[config.mk]
export PLATFORM = sky130hd
export DESIGN_NAME = wishbone_arbiter
export DESIGN_NICKNAME = d
export VERILOG_FILES = /design/src/rtl/wishbone_arbiter.sv
export SDC_FILE = /design/constraint.sdc
export NUM_CORES = 1
export LEC_CHECK = 0
export ABC_AREA = 1
export BUFFER_PORTS_ARGS = -buffer_cell sky130_fd_sc_hd__buf_2
export CELL_PAD_IN_SITES_DETAIL_PLACEMENT = 0
export CELL_PAD_IN_SITES_GLOBAL_PLACEMENT = 1
export CORE_MARGIN = 5
export CORE_UTILIZATION = 38
export CTS_BUF_LIST = sky130_fd_sc_hd__clkbuf_2 sky130_fd_sc_hd__clkbuf_4 sky130_fd_sc_hd__clkbuf_8
export DETAILED_ROUTE_END_ITERATION = 8
export PLACE_DENSITY_LB_ADDON = 0.1
export SETUP_SLACK_MARGIN = 0.4
export SLEW_MARGIN = 20
export SYNTH_ARGS = -nofsm -noshare
export SYNTH_HDL_FRONTEND = slang
export SYNTH_SLANG_ARGS = --single-unit
[constraint.sdc]
create_clock -name clk_i -period 21.4 [get_ports clk_i]
set_clock_uncertainty 0.15 [all_clocks]
set_input_delay 4.28 -clock clk_i [delete_from_list [all_inputs] [get_ports clk_i]]
set_output_delay 4.28 -clock clk_i [all_outputs]
set_load 0.05 [all_outputs]
[src/rtl/wishbone_arbiter.sv]
// Two-port round-robin arbiter/sequencer in front of a single Wishbone master.
// Owns the master's start/addr/wdata inputs, returns done/err/rdata per port, aborts hung cycles.
module wishbone_arbiter #(
   parameter int TIMEOUT_CYCLES = 1024
) (
   input  logic        clk_i,
   input  logic        rst_i,
   input  logic        req0_read_i,
   input  logic        req0_write_i,
   input  logic [31:0] req0_addr_i,
   input  logic [63:0] req0_wdata_i,
   output logic        req0_done_o,
   output logic        req0_err_o,
   output logic [63:0] req0_rdata_o,
   input  logic        req1_read_i,
   input  logic        req1_write_i,
   input  logic [31:0] req1_addr_i,
   input  logic [63:0] req1_wdata_i,
   output logic        req1_done_o,
   output logic        req1_err_o,
   output logic [63:0] req1_rdata_o,
   input  logic        ack_i,
   input  logic [63:0] data_i,
   output logic        wbm_start_read_o,
   output logic        wbm_start_write_o,
   output logic [31:0] wbm_addr_o,
   output logic [63:0] wbm_wdata_o,
   output logic        wbm_rst_o,
   output logic [1:0]  grant_o
);

   typedef enum logic [1:0] {IDLE, BUSY, RELEASE} state_t;

   typedef struct packed {
      logic        read;
      logic        write;
      logic [31:0] addr;
      logic [63:0] wdata;
   } req_t;

   localparam logic [15:0] LIMIT = 16'(TIMEOUT_CYCLES - 1);

   req_t              req [2];
   req_t              sel;
   state_t            state;
   logic              last;
   logic              owner;
   logic              op_read;
   logic              tmo;
   logic [15:0]       count;
   logic [1:0]        want;
   logic              pick;
   logic [1:0]        done;
   logic [1:0]        err;
   logic [1:0][63:0]  rdata;

   assign req[0] = {req0_read_i, req0_write_i, req0_addr_i, req0_wdata_i};
   assign req[1] = {req1_read_i, req1_write_i, req1_addr_i, req1_wdata_i};

   // On contention the port that did not win last time gets the bus.
   always_comb begin
      want[0] = req[0].read | req[0].write;
      want[1] = req[1].read | req[1].write;
      pick    = (want[0] & want[1]) ? ~last : want[1];
      sel     = req[pick];
   end

   // The master must be held in reset with the arbiter, so this path stays combinational.
   assign wbm_rst_o = rst_i | tmo;

   assign req0_done_o  = done[0];
   assign req1_done_o  = done[1];
   assign req0_err_o   = err[0];
   assign req1_err_o   = err[1];
   assign req0_rdata_o = rdata[0];
   assign req1_rdata_o = rdata[1];

   always_ff @(posedge clk_i or posedge rst_i) begin
      if (rst_i) begin
         state             <= IDLE;
         last              <= 1'b1;
         owner             <= 1'b0;
         op_read           <= 1'b0;
         tmo               <= 1'b0;
         count             <= '0;
         grant_o           <= '0;
         wbm_start_read_o  <= 1'b0;
         wbm_start_write_o <= 1'b0;
         wbm_addr_o        <= '0;
         wbm_wdata_o       <= '0;
         done              <= '0;
         err               <= '0;
         rdata             <= '0;
      end else begin
         done <= '0;
         err  <= '0;
         tmo  <= 1'b0;
         unique case (state)
            IDLE: begin
               if (|want) begin
                  // Read wins when a port raises both read and write.
                  owner             <= pick;
                  last              <= pick;
                  op_read           <= sel.read;
                  wbm_start_read_o  <= sel.read;
                  wbm_start_write_o <= ~sel.read;
                  wbm_addr_o        <= sel.addr;
                  wbm_wdata_o       <= sel.wdata;
                  grant_o           <= pick ? 2'b10 : 2'b01;
                  count             <= '0;
                  state             <= BUSY;
               end
            end
            BUSY: begin
               if (ack_i) begin
                  wbm_start_read_o  <= 1'b0;
                  wbm_start_write_o <= 1'b0;
                  done[owner]       <= 1'b1;
                  if (op_read)
                     rdata[owner] <= data_i;
                  state <= RELEASE;
               end else if (count == LIMIT) begin
                  wbm_start_read_o  <= 1'b0;
                  wbm_start_write_o <= 1'b0;
                  done[owner]       <= 1'b1;
                  err[owner]        <= 1'b1;
                  rdata[owner]      <= '1;
                  tmo               <= 1'b1;
                  state             <= RELEASE;
               end else begin
                  count <= count + 16'd1;
               end
            end
            RELEASE: begin
               // Master drops back to IDLE this cycle; requests are not sampled here.
               grant_o <= '0;
               state   <= IDLE;
            end
            default: state <= IDLE;
         endcase
      end
   end

endmodule
==> results.md <==
### Outcome
• outcome: complete, no violations

### Placement
• final weighted congestion of routability-driven global placement: 0.860
• DP Worst Slack: 12.08 ns
• count of buffers inserted at the top-level ports: 495
• detailed-placement wirelength estimate: 32,600 um

### Routing
• detailed-route via count: 12,900
• # DRC: 0
• via density per instance: 5.04
• length of the first detailed-routing pass in iterations: 5
• final wirelength: 48,900 um
• remaining antenna violation count: 0
• routed length per instance: 19.1 um
• number of DRC markers after the initial detailed-route iteration: 909

### Worst setup path
• delay-heaviest family, CP: buffers and inverters
• WP buf/inv: 2
• highest-delay cell along the critical path: or2_2
• type of the setup path with the least slack: primary input to output port
• data required time of the worst path: 16.97 ns
• largest fanout on the critical path: 2
• Crit path largest cell delay: 0.27 ns
• Arr. time, crit path: 4.89 ns
• kind of end point of the critical path: output port
• critical path's most frequent cell: buf_2
• kind of start point of the critical path: primary input
• cell-by-cell listing of the critical path: buf_2, or2_2, buf_2

### Logic synthesis
• proportion of synthesized chip area in sequential cells: 0.501
• top cells by area, synth: dfrtp_1 (50%), nand2_1 (20%), nand4_1 (6.5%)
• number of warnings printed during yosys synthesis: 0
• number of standard cells after synthesis: 1,645
• post-synthesis cell type with the largest combined area: dfrtp_1
• area share of the leading cell type in the synthesized netlist: 0.499
• net count after synthesis: 1,909
• number of synthesized register bits: 254
• mean instance size in the synthesized netlist: 7.71 um^2
• cell area after synthesis: 12,700 um^2
• Synth cell types: 34

### Final layout
• fin nets: 2,347
• layout cells sized above 1: 0.299
• Area Overhead vs Synth: 27.8%

### Timing
• RSZ-0062 raised after global routing: no
• Final period util: 0.436
• Final Setup Violations: 0
• Worst Tran Pin Value: 1.08 ns
• Hold Vio Cnt, Final: 0
• tightest slew margin relative to the limit: 0.280
• final worst path period need: 9.32 ns
• max-slew violation count: 0
• final setup slack of the worst path: 12.08 ns
• final total negative setup slack: 0 ns
• Max Clk Rate: 0.107 GHz

### Clock network
• clock latency on the worst-skew pair: 0.55 ns
• clock buffer count from CTS: 48
• # Post-CTS Setup Buffers: 0
• CTS tree: done
• number of buffers added to fix hold violations after cts: 0
• clock transition at the registers of the reported paths: 0.06 ns
• count of instances resized after the clock tree is built: 0
• maximum buffer depth of the clock tree: 3
• Clock Sinks: 254
• CTS HTree Levels: 2
• CTS root buf: clkbuf_8

### Pwr
• overall power after layout: 2.92 mW
• largest voltage drop on the vdd net: 0.0807 mV
• leak pwr: 8.83 nW
• pwr dens: 180 nW/um^2

### Die
• Initial Utilization: 0.388
• die height: 193 um
• die outline width: 193 um
• num rows: 66
• number of top-level pins: 496
• overall die area: 37,100 um^2
• core region area: 32,700 um^2

### GRT
• GRT overflow: 0
• antenna violations before repair: 23
• global router's overall resource usage: 0.253
• wire length of the first global-routing pass: 74,200 um
• pin count of the biggest net entering global routing: 113
• number of global-route vias before repair: 12,700

### Hold path
• HP Class: flip-flop to flip-flop

### Run
• number of violations of the max-capacitance limit: 0

## registers in the layout, summed over array words and instances (netlist names), 2 cells and up
register and cells:
wbm_wdata_o 64, wbm_addr_o 32, count 16, state 2, grant_o 2, err 2, done 2, req1_rdata_o 64
req0_rdata_o 64
## cell families after synthesis
family / synth area share
AND/OR/NAND/NOR: 0.372
AO/OA/AOI/OAI: 0.0588
flip-flops: 0.501
buffers and inverters: 0.0625
adder cells (fa/ha/maj): 0.000987
XOR/XNOR: 0.00414
## worst register-to-register path: stages (launching register included)
cell and delay, ns:
dfrtp_1 0.83, clkinv_2 0.49, buf_4 0.54, o21ai_0 0.43, nor2_1 0.06, nand4_1 0.09
nand2_1 0.07
## stage by stage
stage / utilization / area, um^2 / hold WS [ns] / cells
after floorplan: - / 12700 / 0.318 / 1645
after global placement: 0.464 / 15200 / 0.317 / 2474
after detailed placement: 0.464 / 15200 / 0.323 / 2474
after CTS: 0.494 / 16200 / 0.336 / 2554
after global routing: 0.495 / 16200 / 0.354 / 2561
final: 0.495 / 16200 / 0.337 / 2563
## Yosys cell counts
cell type  count
nor3_1         2
buf_6         23
nor2_8         1
or2_2          3
nand2_1      673
ha_1           1
xor2_1         5
o21bai_1       2
o22ai_2        1
nand2_8        1
dfrtp_1      253
nand3_4        1
dfstp_2        1
a21oi_1       64
inv_2          6
and2_1         1
xnor2_1        1
clkbuf_8       2
buf_4          2
buf_2         26
nor2_2         2
nand4_4        2
o21ai_0       75
nand2_4        2
nand2_2       15
nor2_1       142
clkbuf_1      61
o22ai_1        2
nand3_1      111
o21ai_1        2
inv_1         22
nor2_4         2
buf_1          7
nand4_1      131
## cells in the final DEF (no fill, tap or decap), types with 12 or more instances in the layout
cell / count
nand2_1: 670
buf_2: 495
dfrtp_1: 253
nor2_1: 142
nand4_1: 131
nand3_1: 111
o21ai_0: 75
a21oi_1: 64
clkbuf_8: 59
inv_1: 20
nand2_2: 14
clkbuf_4: 14
buf_4: 12
## routing by layer
| metal | track usage | vias up | share of wire |
|---|---|---|---|
| met5 | 0 | - | 0.0034 |
| met4 | 0.0943 | 30 | 0.038 |
| met3 | 0.0881 | 116 | 0.10 |
| met2 | 0.396 | 474 | 0.47 |
| met1 | 0.324 | 6022 | 0.39 |
| li1 | - | 6275 | - |
## layout make-up
type | instances | area (um^2)
timing repair buffer | 509 | 2610
tap | 442 | 553
inverter | 28 | 116
clock buffer | 73 | 917
clock inverter | 7 | 62.6
sequential | 254 | 6360
fill | 3434 | 16500
antenna | 8 | 20.0
multi-input combinational | 1242 | 5570
## worst paths after layout
| path | from | to | slack, ns | cells after the start |
|---|---|---|---|---|
| min in group asynchronous | rst_i | req0_rdata_o[56]$_DFFE_PP0P_ | 3.67 | 2 |
| max in group asynchronous | rst_i | count[11]$_DFFE_PP0P_ | 15.20 | 4 |
| setup reg to reg | owner$_DFFE_PP0P_ | req0_rdata_o[21]$_DFFE_PP0P_ | 18.62 | 6 |
| hold / removal | req1_rdata_o[1]$_DFFE_PP0P_ | req1_rdata_o[1]$_DFFE_PP0P_ | 0.34 | 2 |
| hold reg to reg | req1_rdata_o[1]$_DFFE_PP0P_ | req1_rdata_o[1]$_DFFE_PP0P_ | 0.34 | 2 |
| setup / recovery | rst_i | wbm_rst_o | 12.08 | 3 |
## report_power, final
part | switching [mW] | leakage (nW) | total [mW] | internal (mW)
logic | 1.27 | 5.04 | 1.61 | 0.347
registers | 0.131 | 3.26 | 0.810 | 0.680
clock network | 0.211 | 0.522 | 0.494 | 0.283
total | 1.61 | 8.83 | 2.92 | 1.31
Note: power is estimated with default switching activity, not from simulation.
